==> config.mk <==
export PLATFORM = sky130hd
export DESIGN_NAME = seq_divide
export DESIGN_NICKNAME = d
export VERILOG_FILES = /design/src/rtl/seq_divide_pkg.sv /design/src/rtl/seq_divide.sv
export SDC_FILE = /design/constraint.sdc
export NUM_CORES = 1
export LEC_CHECK = 0
export BUFFER_PORTS_ARGS = -buffer_cell sky130_fd_sc_hd__buf_2
export CAP_MARGIN = 10
export CORE_MARGIN = 4
export CORE_UTILIZATION = 35
export DETAILED_ROUTE_END_ITERATION = 16
export HOLD_SLACK_MARGIN = 0.02
export SYNTH_ARGS = -nofsm -noshare
export SYNTH_HDL_FRONTEND = slang
export SYNTH_SLANG_ARGS = --single-unit
export TNS_END_PERCENT = 100
==> constraint.sdc <==
create_clock -name clk -period 3.8 [get_ports clk]
set_input_delay 0.38 -clock clk [delete_from_list [all_inputs] [get_ports clk]]
set_output_delay 0.38 -clock clk [all_outputs]
set_load 0.03 [all_outputs]
==> src/rtl/seq_divide_pkg.sv <==
// seq_divide_pkg: shared FSM state encoding and timing helpers for seq_divide.
// Latency: n/a (types and constants only).
// Backpressure: n/a.
package seq_divide_pkg;

   // FSM state encoding, 3 bits wide
   typedef enum logic [2:0] {
      IDLE = 3'd0,
      LOAD = 3'd1,
      DIV  = 3'd2,
      FIX  = 3'd3,
      DONE = 3'd4
   } state_t;

   // Cycles from the input handshake edge to out_valid rising:
   // one LOAD cycle, one DIV cycle per quotient bit, then one FIX cycle.
   function automatic int seq_divide_latency(input int n_data_width);
      return n_data_width + 2;
   endfunction

   // Width of the quotient-bit counter
   function automatic int seq_divide_cnt_width(input int n_data_width);
      return $clog2(n_data_width);
   endfunction

endpackage

==> src/rtl/seq_divide.sv <==
// seq_divide: iterative signed restoring divider, C-style truncation toward zero.
// Latency: out_valid rises N_DATA_WIDTH+2 cycles after the input handshake, data-independent.
// Backpressure: holds the result stable in DONE until out_ready; in_ready is low while busy.
// Ports: clk/rst_n (async active-low); in_valid/in_ready with dividend/divisor;
//        out_valid/out_ready with quotient/remainder/div_by_zero/overflow.
module seq_divide
   import seq_divide_pkg::*;
#(
   parameter int N_DATA_WIDTH = 48,
   parameter int D_DATA_WIDTH = 18
) (
   input  logic                           clk,
   input  logic                           rst_n,
   input  logic                           in_valid,
   output logic                           in_ready,
   input  logic signed [N_DATA_WIDTH-1:0] dividend,
   input  logic signed [D_DATA_WIDTH-1:0] divisor,
   output logic                           out_valid,
   input  logic                           out_ready,
   output logic signed [N_DATA_WIDTH-1:0] quotient,
   output logic signed [D_DATA_WIDTH-1:0] remainder,
   output logic                           div_by_zero,
   output logic                           overflow
);

   localparam int N  = N_DATA_WIDTH;
   localparam int D  = D_DATA_WIDTH;
   localparam int CW = seq_divide_cnt_width(N_DATA_WIDTH);

   localparam logic [N-1:0] Q_MAX = {1'b0, {(N-1){1'b1}}};
   localparam logic [N-1:0] Q_MIN = {1'b1, {(N-1){1'b0}}};

   state_t         state;
   logic [CW-1:0]  counter;
   logic [N-1:0]   op_n;       // captured dividend
   logic [D-1:0]   op_d;       // captured divisor
   // Dividend magnitude doubles as the quotient shift register: each step
   // shifts its MSB into the partial remainder and a quotient bit into its LSB.
   // As an unsigned N-bit value it is exact even for the most-negative dividend.
   logic [N-1:0]   dq;
   logic [D:0]     dmag;       // divisor magnitude, one extra bit for most-negative
   logic [D:0]     prem;       // partial remainder, always < dmag after a step
   logic           neg_n;
   logic           neg_d;
   logic           is_zero;
   logic           is_ovf;
   logic [D+1:0]   trial;

   // Restoring trial subtraction; the MSB of the result is the borrow/sign.
   assign trial = {prem, dq[N-1]} - {1'b0, dmag};

   always_ff @(posedge clk or negedge rst_n) begin
      if (!rst_n) begin
         state       <= IDLE;
         in_ready    <= 1'b0;
         out_valid   <= 1'b0;
         quotient    <= '0;
         remainder   <= '0;
         div_by_zero <= 1'b0;
         overflow    <= 1'b0;
         counter     <= '0;
         op_n        <= '0;
         op_d        <= '0;
         dq          <= '0;
         dmag        <= '0;
         prem        <= '0;
         neg_n       <= 1'b0;
         neg_d       <= 1'b0;
         is_zero     <= 1'b0;
         is_ovf      <= 1'b0;
      end else begin
         case (state)
            IDLE: begin
               in_ready <= 1'b1;
               if (in_valid && in_ready) begin
                  op_n     <= dividend;
                  op_d     <= divisor;
                  in_ready <= 1'b0;
                  state    <= LOAD;
               end
            end
            LOAD: begin
               neg_n   <= op_n[N-1];
               neg_d   <= op_d[D-1];
               dq      <= op_n[N-1] ? -op_n : op_n;
               dmag    <= op_d[D-1] ? -{op_d[D-1], op_d} : {op_d[D-1], op_d};
               is_zero <= (op_d == '0);
               is_ovf  <= (op_n == Q_MIN) && (op_d == '1);
               prem    <= '0;
               counter <= CW'(N - 1);
               state   <= DIV;
            end
            DIV: begin
               // Negative trial: restore (keep the shifted value), quotient bit 0.
               prem <= trial[D+1] ? {prem[D-1:0], dq[N-1]} : trial[D:0];
               dq   <= {dq[N-2:0], ~trial[D+1]};
               if (counter == '0) begin
                  state <= FIX;
               end else begin
                  counter <= counter - 1'b1;
               end
            end
            FIX: begin
               if (is_zero) begin
                  quotient <= neg_n ? Q_MIN : Q_MAX;
               end else if (is_ovf) begin
                  quotient <= Q_MAX;
               end else begin
                  quotient <= (neg_n ^ neg_d) ? -dq : dq;
               end
               if (is_zero || is_ovf) begin
                  remainder <= '0;
               end else begin
                  remainder <= neg_n ? -prem[D-1:0] : prem[D-1:0];
               end
               div_by_zero <= is_zero;
               overflow    <= is_ovf;
               out_valid   <= 1'b1;
               state       <= DONE;
            end
            DONE: begin
               if (out_ready) begin
                  out_valid <= 1'b0;
                  in_ready  <= 1'b1;
                  state     <= IDLE;
               end
            end
            default: begin
               state <= IDLE;
            end
         endcase
      end
   end

endmodule

==> results.cfg <==
[status]
outcome = complete, no violations

[cells_and_area]
fillers = 3646
design_area_mm2 = 0.0154
final_util = 0.417
drive_above_1_share = 0.202
multi_input_area_mm2 = 0.00687
area_growth_pct = 16.9
seq_area_mm2 = 0.00588
finalNonFillerCells = 2026
fin_nets = 1597
num_antenna_cells = 0

[floorplanning]
fp.dieW_um = 202
core_area_mm2 = 0.0369
placementRows = 70
start_util = 0.357
ioPinCount = 140
dieArea_mm2 = 0.0407
die_h_um = 202

[sta]
setup_viol = 0
slew_headroom = 0.381
rsz0062_at_grt = no
hold_viol = 0
final_max_slew_viol_count = 0
fin_skew_ps = 8.19
setup-tns-final_ps = 0
worstMarginPinSlew_ps = 923
fin_crit_ps = 3140
fin_crit_sh = 0.825
fmax_mhz = 319

[global_route]
grtUsageTotal = 0.172
first_global_vias = 10100
grt_pass1_wl_um = 57700
antenna_found_initial = 5
overflow = 0
grt_max_degree = 98

[routing]
drt-initial-drc-count = 842
final_antenna_net_count = 0
drt_pass1_iterations = 5
drc = 0
vias = 10400
wl_per_cell_um = 17.7
routed_wl_um = 35800
routed_via_density = 5.13

[cts]
numCtsBuffers = 28
clk_latency_ps = 550
cts_resized = 0
cts_sinks = 235
tritoncts = built
htreeDepth = 1
clk_path_buf_depth = 3
root_buffer = clkbuf_16
clk_pin_slew_ps = 60

[logic_synthesis]
yosysWarnings = 0
synthArstFlopShare = 1.00
synth_cell_types = 65
synth_edf_count = 0
synth_seq_cells = 235
syn_area_per_cell_um2 = 9.47
synth_cells = 1388
synth_ff_type = dfrtp_1
syn_area_mm2 = 0.0132
yosysSeqAreaShare = 0.447
mappedNetlistNets = 1485

[place]
dp_cells = 1973
hpwlAfterDp_um = 26700
io_buffer_count = 139
place_area_mm2 = 0.0144
gp_congestion = 0.825

[setup_path]
crit_arrival_ps = 3540
critPathLaunch = prem[3]$_DFFE_PN0P_
cp_max_fo = 16
worst-endpoint-required_ps = 4200
r2r-start = prem[3]$_DFFE_PN0P_
crit_slowest_cell = dfrtp_1
worst-setup-path-type = flop to flop
cp-end-kind = flop
rr_endpoint = prem[7]$_DFFE_PN0P_
crit_end = prem[7]$_DFFE_PN0P_
r2r_cells = 9
cp-start-kind = flop
rrSetupSlack_ps = 660
crit_chain = ha_1, a21oi_1, nor3b_1, a211oi_2, a311o_1, xor2_2, buf_4, mux2i_1, o21ai_0
slowest_delay_ps = 430

[hold_path]
min_path_type = input pin to flop

[flow_run]
maxCapViolCount = 0

[pwr]
leakage_uw = 0.00688
power_uw = 15800
vdd_drop_max_uv = 375
power.density_mw_per_mm2 = 1030
power breakdown:
group / internal (µW) / leakage (µW) / switching, µW
Sequential: 3640 / 0.00292 / 1430
Clock: 1750 / 0.000486 / 1070
Combinational: 3200 / 0.00348 / 4710
Total: 8590 / 0.00688 / 7210
critical path: cells and delay by family, from the launching register on:
kind | cells | cell delay (ps)
adders and majority gates | 1 | 350
xor gates and xnor gates | 1 | 410
and+or+nand+nor | 1 | 310
AOI/OAI and AO/OA | 4 | 900
muxes | 1 | 210
buffers and inverters | 1 | 370
DFF | 1 | 430
cell usage in the layout, fill, tap and decap left out, types with 29 or more instances in the layout:
master / Yosys / layout
a21oi_1: 64 / 63
a22oi_1: 31 / 31
buf_2: 3 / 138
clkbuf_16: 0 / 29
dfrtp_1: 235 / 235
inv_1: 36 / 36
mux2_2: 64 / 64
nand2_1: 211 / 210
nor2_1: 52 / 50
o21ai_0: 150 / 150
o31ai_1: 32 / 32
xnor2_1: 35 / 34
xor2_1: 88 / 88
layer usage:
| metal | vias up | wire length, µm | global-route usage | share of wire |
|---|---|---|---|---|
| met5 | - | 48 | 0 | 0.0013 |
| met4 | 8 | 556 | 0.0344 | 0.016 |
| met3 | 44 | 1880 | 0.0308 | 0.053 |
| met2 | 224 | 14400 | 0.240 | 0.40 |
| met1 | 4952 | 18900 | 0.276 | 0.53 |
| li1 | 5173 | - | - | - |
per-stage QoR:
step | hold slack (ps) | worst slack (ps)
detailed placement | 455 | 687
global route | 33.6 | 435
global placement | 448 | 783
CTS | 27.7 | 640
finish | 60.7 | 665
floorplan | 84.4 | 1150
final cells by class:
class	count	area share
clock inverters	11	0.00904
repair buffers	157	0.0557
well taps	504	0.0410
multi-input cells	1042	0.447
clock buffers	41	0.0554
inverters	36	0.00879
flip-flops and latches	235	0.383
cell families (layout without fill, tap and decap cells):
| logic type | after synthesis | count (layout) | synth area share |
|---|---|---|---|
| xor gates and xnor gates | 124 | 124 | 0.0832 |
| AOI/OAI and AO/OA | 383 | 383 | 0.176 |
| muxes | 90 | 90 | 0.0746 |
| buffers and inverters | 111 | 245 | 0.0325 |
| DFF | 235 | 235 | 0.447 |
| and+or+nand+nor | 418 | 418 | 0.160 |
| adders and majority gates | 27 | 27 | 0.0263 |
synth_stat cells (6+ instances only):
cell type	n	area share
a21o_1	9	0.0051
a21oi_1	64	0.024
a22o_1	18	0.012
a22oi_1	31	0.018
a31oi_1	16	0.0076
and2_1	6	0.0029
clkbuf_1	69	0.020
dfrtp_1	235	0.45
ha_1	26	0.025
inv_1	36	0.010
mux2_2	64	0.055
mux2i_1	26	0.020
nand2_1	211	0.060
nand2b_1	16	0.0076
nand3_1	10	0.0038
nand4_1	9	0.0043
nor2_1	52	0.015
nor2b_1	15	0.0071
nor3_1	17	0.0065
nor3_2	6	0.0046
nor4_1	12	0.0057
nor4_2	6	0.0057
o21ai_0	150	0.057
o21ai_1	26	0.0099
o31ai_1	32	0.018
o41ai_1	11	0.0073
or2_2	7	0.0033
or3_1	15	0.0071
or4_1	12	0.0069
xnor2_1	35	0.023
xor2_1	88	0.059
worst min path at each step:
stage / from / end / slack, ps / cells past startpoint
floorplan: rst_n / counter[0]$_DFFE_PN0P_ / 80 / 0
global placement: quotient[26]$_DFFE_PN0P_ / quotient[26]$_DFFE_PN0P_ / 450 / 2
detailed placement: quotient[38]$_DFFE_PN0P_ / quotient[38]$_DFFE_PN0P_ / 450 / 2
CTS: divisor[9] / op_d[9]$_DFFE_PN0P_ / 30 / 2
global route: dividend[9] / op_n[9]$_DFFE_PN0P_ / 30 / 2
finish: dividend[39] / op_n[39]$_DFFE_PN0P_ / 60 / 2
sequential cells by signal, indices dropped and copies added (netlist names), 6 cells and up:
signal,flops
op_n,48
dmag,19
op_d,18
counter,6
remainder,18
quotient,48
prem,19
dq,48
timing repair:
| item | CTS | global route |
|---|---|---|
| endpoints found under the hold margin | 94 | 0 |
| hold buffers | 1 | 0 |
| setup buffers | 0 | 0 |
Power figures use the tool's default switching activity.
